<file path="config.mk">
export PLATFORM = sky130hd
export DESIGN_NAME = led_pattern_gen
export DESIGN_NICKNAME = d
export VERILOG_FILES = /design/src/rtl/led_pattern_gen.sv
export SDC_FILE = /design/constraint.sdc
export NUM_CORES = 1
export LEC_CHECK = 0
export ABC_AREA = 1
export BUFFER_PORTS_ARGS = -buffer_cell sky130_fd_sc_hd__buf_2
export CAP_MARGIN = 30
export CORE_MARGIN = 5
export CORE_UTILIZATION = 55
export DETAILED_ROUTE_END_ITERATION = 7
export PLACE_DENSITY = 0.88
export SETUP_SLACK_MARGIN = 0.3
export SYNTH_ARGS = -nofsm -noshare
export SYNTH_HDL_FRONTEND = slang
export SYNTH_SLANG_ARGS = --single-unit
</file>
<file path="constraint.sdc">
create_clock -name clk -period 2.15 [get_ports clk]
set_input_delay 0.215 -clock clk [delete_from_list [all_inputs] [get_ports clk]]
set_output_delay 0.215 -clock clk [all_outputs]
set_load 0.1 [all_outputs]
</file>
<file path="src/rtl/led_pattern_gen.sv">
// Mode-selectable LED pattern generator (blink/count/chase/ping-pong) stepped by a programmable prescaler.
// tick and leds are registered together; `define LED_PWM_EN adds brightness gating with one extra cycle on leds.
module led_pattern_gen #(
   parameter int N_LEDS      = 8,
   parameter int DIV_W       = 26,
   parameter int DEFAULT_DIV = 25000000
) (
   input  logic              clk,
   input  logic              rst,
   input  logic              enable,
   input  logic [1:0]        mode,
   input  logic              div_load,
   input  logic [DIV_W-1:0]  div_value,
`ifdef LED_PWM_EN
   input  logic [3:0]        brightness,
`endif
   output logic              tick,
   output logic [N_LEDS-1:0] leds
);

   localparam logic [1:0] MODE_BLINK = 2'b00;
   localparam logic [1:0] MODE_COUNT = 2'b01;
   localparam logic [1:0] MODE_CHASE = 2'b10;
   localparam logic [1:0] MODE_PING  = 2'b11;
   localparam logic       DIR_LEFT   = 1'b0;
   localparam logic       DIR_RIGHT  = 1'b1;

   logic [DIV_W-1:0]  cnt_q, cnt_d;
   logic [DIV_W-1:0]  div_q, div_d;
   logic              tick_q, tick_d;
   logic [N_LEDS-1:0] pat_q, pat_d;
   logic [1:0]        mode_q, mode_d;
   logic              dir_q, dir_d;

   logic [N_LEDS-1:0] nxt_pat;
   logic              nxt_dir;
   logic [N_LEDS-1:0] seed_pat;

   always_ff @(posedge clk or posedge rst) begin
      if (rst) begin
         cnt_q  <= '0;
         div_q  <= DIV_W'(DEFAULT_DIV);
         tick_q <= 1'b0;
         pat_q  <= '0;
         mode_q <= MODE_BLINK;
         dir_q  <= DIR_LEFT;
      end else begin
         cnt_q  <= cnt_d;
         div_q  <= div_d;
         tick_q <= tick_d;
         pat_q  <= pat_d;
         mode_q <= mode_d;
         dir_q  <= dir_d;
      end
   end

   // Pattern advance within the current mode; a single LED cannot move, so ping-pong holds.
   always_comb begin
      nxt_pat = pat_q;
      nxt_dir = dir_q;
      case (mode_q)
         MODE_BLINK: nxt_pat = ~pat_q;
         MODE_COUNT: nxt_pat = pat_q + N_LEDS'(1);
         MODE_CHASE: nxt_pat = (pat_q << 1) | (pat_q >> (N_LEDS - 1));
         MODE_PING: begin
            if (N_LEDS > 1) begin
               if (dir_q == DIR_LEFT) begin
                  if (pat_q[N_LEDS-1]) begin
                     nxt_dir = DIR_RIGHT;
                     nxt_pat = pat_q >> 1;
                  end else begin
                     nxt_pat = pat_q << 1;
                  end
               end else begin
                  if (pat_q[0]) begin
                     nxt_dir = DIR_LEFT;
                     nxt_pat = pat_q << 1;
                  end else begin
                     nxt_pat = pat_q >> 1;
                  end
               end
            end
         end
         default: nxt_pat = pat_q;
      endcase
   end

   always_comb begin
      seed_pat = N_LEDS'(1);
      case (mode)
         MODE_BLINK: seed_pat = '1;
         MODE_COUNT: seed_pat = '0;
         default:    seed_pat = N_LEDS'(1);
      endcase
   end

   // A divisor load outranks everything and restarts the step period from zero.
   always_comb begin
      cnt_d  = cnt_q;
      div_d  = div_q;
      tick_d = 1'b0;
      pat_d  = pat_q;
      mode_d = mode_q;
      dir_d  = dir_q;
      if (div_load) begin
         div_d = (div_value == '0) ? DIV_W'(1) : div_value;
         cnt_d = '0;
      end else if (enable) begin
         if (cnt_q == div_q - DIV_W'(1)) begin
            cnt_d  = '0;
            tick_d = 1'b1;
            if (mode != mode_q) begin
               mode_d = mode;
               pat_d  = seed_pat;
               dir_d  = DIR_LEFT;
            end else begin
               pat_d = nxt_pat;
               dir_d = nxt_dir;
            end
         end else begin
            cnt_d = cnt_q + DIV_W'(1);
         end
      end
   end

   assign tick = tick_q;

`ifdef LED_PWM_EN
   logic [3:0]        pwm_q;
   logic [N_LEDS-1:0] leds_q;

   always_ff @(posedge clk or posedge rst) begin
      if (rst) begin
         pwm_q  <= 4'd0;
         leds_q <= '0;
      end else begin
         pwm_q  <= pwm_q + 4'd1;
         leds_q <= pat_q & {N_LEDS{pwm_q < brightness}};
      end
   end

   assign leds = leds_q;
`else
   assign leds = pat_q;
`endif

endmodule

</file>
==> impl_metrics.py <==
metrics = {
    "floorplanning": {
        "dieArea_um2": 11300,
        "dieWidth_um": 106,
        "row_count": 35,
        "start_util_pct": 55.9,
        "core_area_um2": 9150,
        "io_pins": 41,
        "die_h_um": 106,
    },
    "placement": {
        "io_buffers": 40,
        "placed_cell_area_um2": 5820,
        "place_hpwl_um": 11200,
        "gp_congestion": 0.990,
    },
    "power": {
        "power_density_nw_per_um2": 492,
        "peakVddDrop_mv": 0.414,
        "leakage_nw": 3.13,
    },
    "clocking": {
        "clock_latency_ps": 360,
        "htreeDepth": 3,
        "cts_root_buf": "clkbuf_8",
        "numCtsBuffers": 9,
        "path_clk_slew_ps": 80,
        "ctsLongestPathBuffers": 2,
        "cts_tree": "built",
        "cts.sinks": 64,
    },
    "finish": {
        "syn_to_final_growth_pct": 26.9,
        "postLayoutCellArea_um2": 6490,
        "final_core_util_pct": 71.0,
        "nNetsFinal": 929,
        "insertedDiodeCount": 0,
        "drive_above_1_share_pct": 28.2,
    },
    "timing": {
        "relSlewSlack_pct": 61.7,
        "finalCritPeriodShare_pct": 112,
        "slew_viol_final": 0,
        "fin_worst_skew_ps": 8.85,
        "setup_viol": 38,
        "worst_slew_pin_slew_ps": 574,
        "hold_viol_final": 0,
        "hold_slack_ps": 65.2,
        "finalWorstPathRequiredPeriod_ps": 2400,
        "fin_ws_ps": -247,
        "rsz0062_at_grt": "true",
        "fmax_mhz": 417,
    },
    "min_path": {
        "holdPathStages": 3,
        "min_from": "div_value[21]",
        "min_to": "div_q[21]",
        "hold_path_class": "input port to flop",
    },
    "global_route": {
        "globalRouteOverflowTotal": 0,
        "grt_max_degree": 40,
        "grt_pass1_vias": 5410,
        "grt_pass1_wl_um": 25400,
        "antenna_found_initial": 0,
        "grt.total_usage_pct": 27.8,
    },
    "synth": {
        "synthAdderAreaFrac_pct": 0.978,
        "synth_most_common_cell": "nand2_1",
        "synth.avg_cell_area_um2": 6.48,
        "synth_simple_gate_area_share_pct": 44.4,
        "synthCells": 790,
        "synth_compound_area_share_pct": 8.73,
        "yosys_warnings": 0,
        "synth_seq_area_share_pct": 31.6,
        "synth_common_cells": "nand2_1 (277), inv_1 (86), nor2_1 (81)",
        "synth_top_cell_area_share_pct": 25.4,
        "synth_nets": 826,
        "yosysUniqueCellTypes": 44,
        "synth_top_area_cell": "dfrtp_1",
        "ys_ff_latch": 64,
        "synth.area.mux_share_pct": 0,
        "synth_top_family_by_area": "simple AND/OR/NAND/NOR gates",
        "ys_async_sr_fraction_pct": 100,
        "synth_xor_area_share_pct": 6.16,
        "synth_area_leaders": "dfrtp_1 (25%), nand2_1 (20%), inv_1 (6.3%)",
        "syn_area_um2": 5120,
        "synth_edf_count": 0,
        "ys.flop_type": "dfrtp_1",
    },
    "worst_setup_path": {
        "cp_max_fo": 5,
        "critical_path_required_ps": 2400,
        "end_kind": "flop",
        "startpoint_type": "flop",
        "rr_startpoint": "div_q[0]",
        "critPathKind": "flop to flop",
        "reg2regPathDepth": 16,
        "crit_arrival_ps": 2650,
        "r2r_setup_slack_ps": -250,
        "r2r-end": "cnt_q[18]",
        "startpoint": "div_q[0]",
    },
    "route": {
        "routed-via-count": 5982,
        "via_per_inst": 5.93,
        "wirelength_um": 16900,
        "drt-pass1-iter-count": 8,
        "ant_nets": 0,
        "drt_iter0_drc": 722,
        "wl_per_cell_um": 16.7,
        "drc_errors": 1,
    },
    "outcome": {
        "status": "finished, violations left",
        "violations": "DRC, setup timing",
    },
    "run": {
        "maxCapViolations": 0,
    },
}
-- state kept, by name (all words and copies together) (netlist names) --
name / flops
leds: 8
div_q: 26
mode_q: 2
dir_q: 1
cnt_q: 26
tick: 1
-- worst max path at each step --
stage	end
floorplan	leds[0]
global placement	cnt_q[1]
detailed placement	cnt_q[3]
CTS	cnt_q[3]
global route	cnt_q[18]
finish	cnt_q[18]
-- worst max-delay path, stage by stage, from the launching register on --
cell     delay [ps]
dfrtp_1         410
inv_2           110
ha_4            190
nand2_4          80
nor2_4          190
nand2_1         110
nand2_1         110
nand2_1         100
a21oi_2         180
nand2_1          80
nor2_2          130
nand2_2          70
nor2_4          200
buf_6           160
nor2_1           50
nand2_1          60
nand2_1          50
-- power breakdown --
group	internal (mW)	leakage (nW)	total, mW	switching [mW]
registers	1.27	0.816	1.34	0.0704
logic	0.299	2.21	0.765	0.466
clock network	0.566	0.0993	1.09	0.525
total	2.13	3.13	3.19	1.06
-- metal layers --
metal | up-vias | wire length (um) | global-route usage [%]
met5 | - | 0 | 0
met4 | 0 | 846 | 10.6
met3 | 105 | 1500 | 5.34
met2 | 368 | 7890 | 47.4
met1 | 2742 | 6620 | 34.9
li1 | 2767 | - | -
-- stage by stage --
| stage | setup TNS, ps | power [mW] | setup slack [ps] | std cells |
|---|---|---|---|---|
| 4_1_cts | -83.9 | 3.08 | -16.2 | 1000 |
| 6_report | -6610 | 3.19 | -247 | 1009 |
| 2_1_floorplan | 0 | 1.71 | 78.3 | 790 |
| 5_1_grt | -10580 | 3.32 | -323 | 1009 |
| 3_3_place_gp | -123 | 1.93 | -41.6 | 972 |
| 3_5_place_dp | -2650 | 1.94 | -116 | 972 |
-- cell families (layout without fill, tap and decap cells) --
group	Yosys count	count (layout)
AND/OR/NAND/NOR	507	509
XOR/XNOR	36	36
AO/OA/AOI/OAI	73	73
flip-flops	64	64
adder cells (fa/ha/maj)	4	4
buffers and inverters	106	212
-- area by class of cell --
class	count	area, um2
Clock buffer	11	141
Clock inverter	5	56.3
Fill cell	675	2660
Inverter	89	337
Multi-Input combinational cell	622	3430
Sequential cell	64	1630
Tap cell	111	139
Timing Repair Buffer	107	766
-- cell usage in the layout, fill, tap and decap left out, types with 7 or more instances in the layout --
| cell type | n |
|---|---|
| a21oi_1 | 17 |
| buf_4 | 57 |
| inv_1 | 81 |
| buf_2 | 40 |
| xnor2_1 | 9 |
| dfrtp_1 | 45 |
| nand4_1 | 34 |
| xor2_1 | 25 |
| nor2_2 | 18 |
| clkbuf_8 | 10 |
| nor3_1 | 7 |
| nor2_1 | 61 |
| dfrtp_2 | 7 |
| o21ai_0 | 30 |
| nand2_2 | 23 |
| nand3_1 | 39 |
| nor4_1 | 8 |
| nor2_4 | 18 |
| nand2_1 | 261 |
| dfstp_2 | 12 |
| nand3_2 | 16 |
| o21ai_2 | 9 |
-- timing repair --
item | 4_1_cts | 5_1_grt
hold buffers | 1 | 0
gates cloned | 1 | 1
setup endpoints to repair | 38 | 38
hold endpoints to repair | 20 | 0
gates resized for setup | 35 | 47
pin swaps | 15 | 24
buffers inserted | 10 | 8
Power figures use the tool's default switching activity.
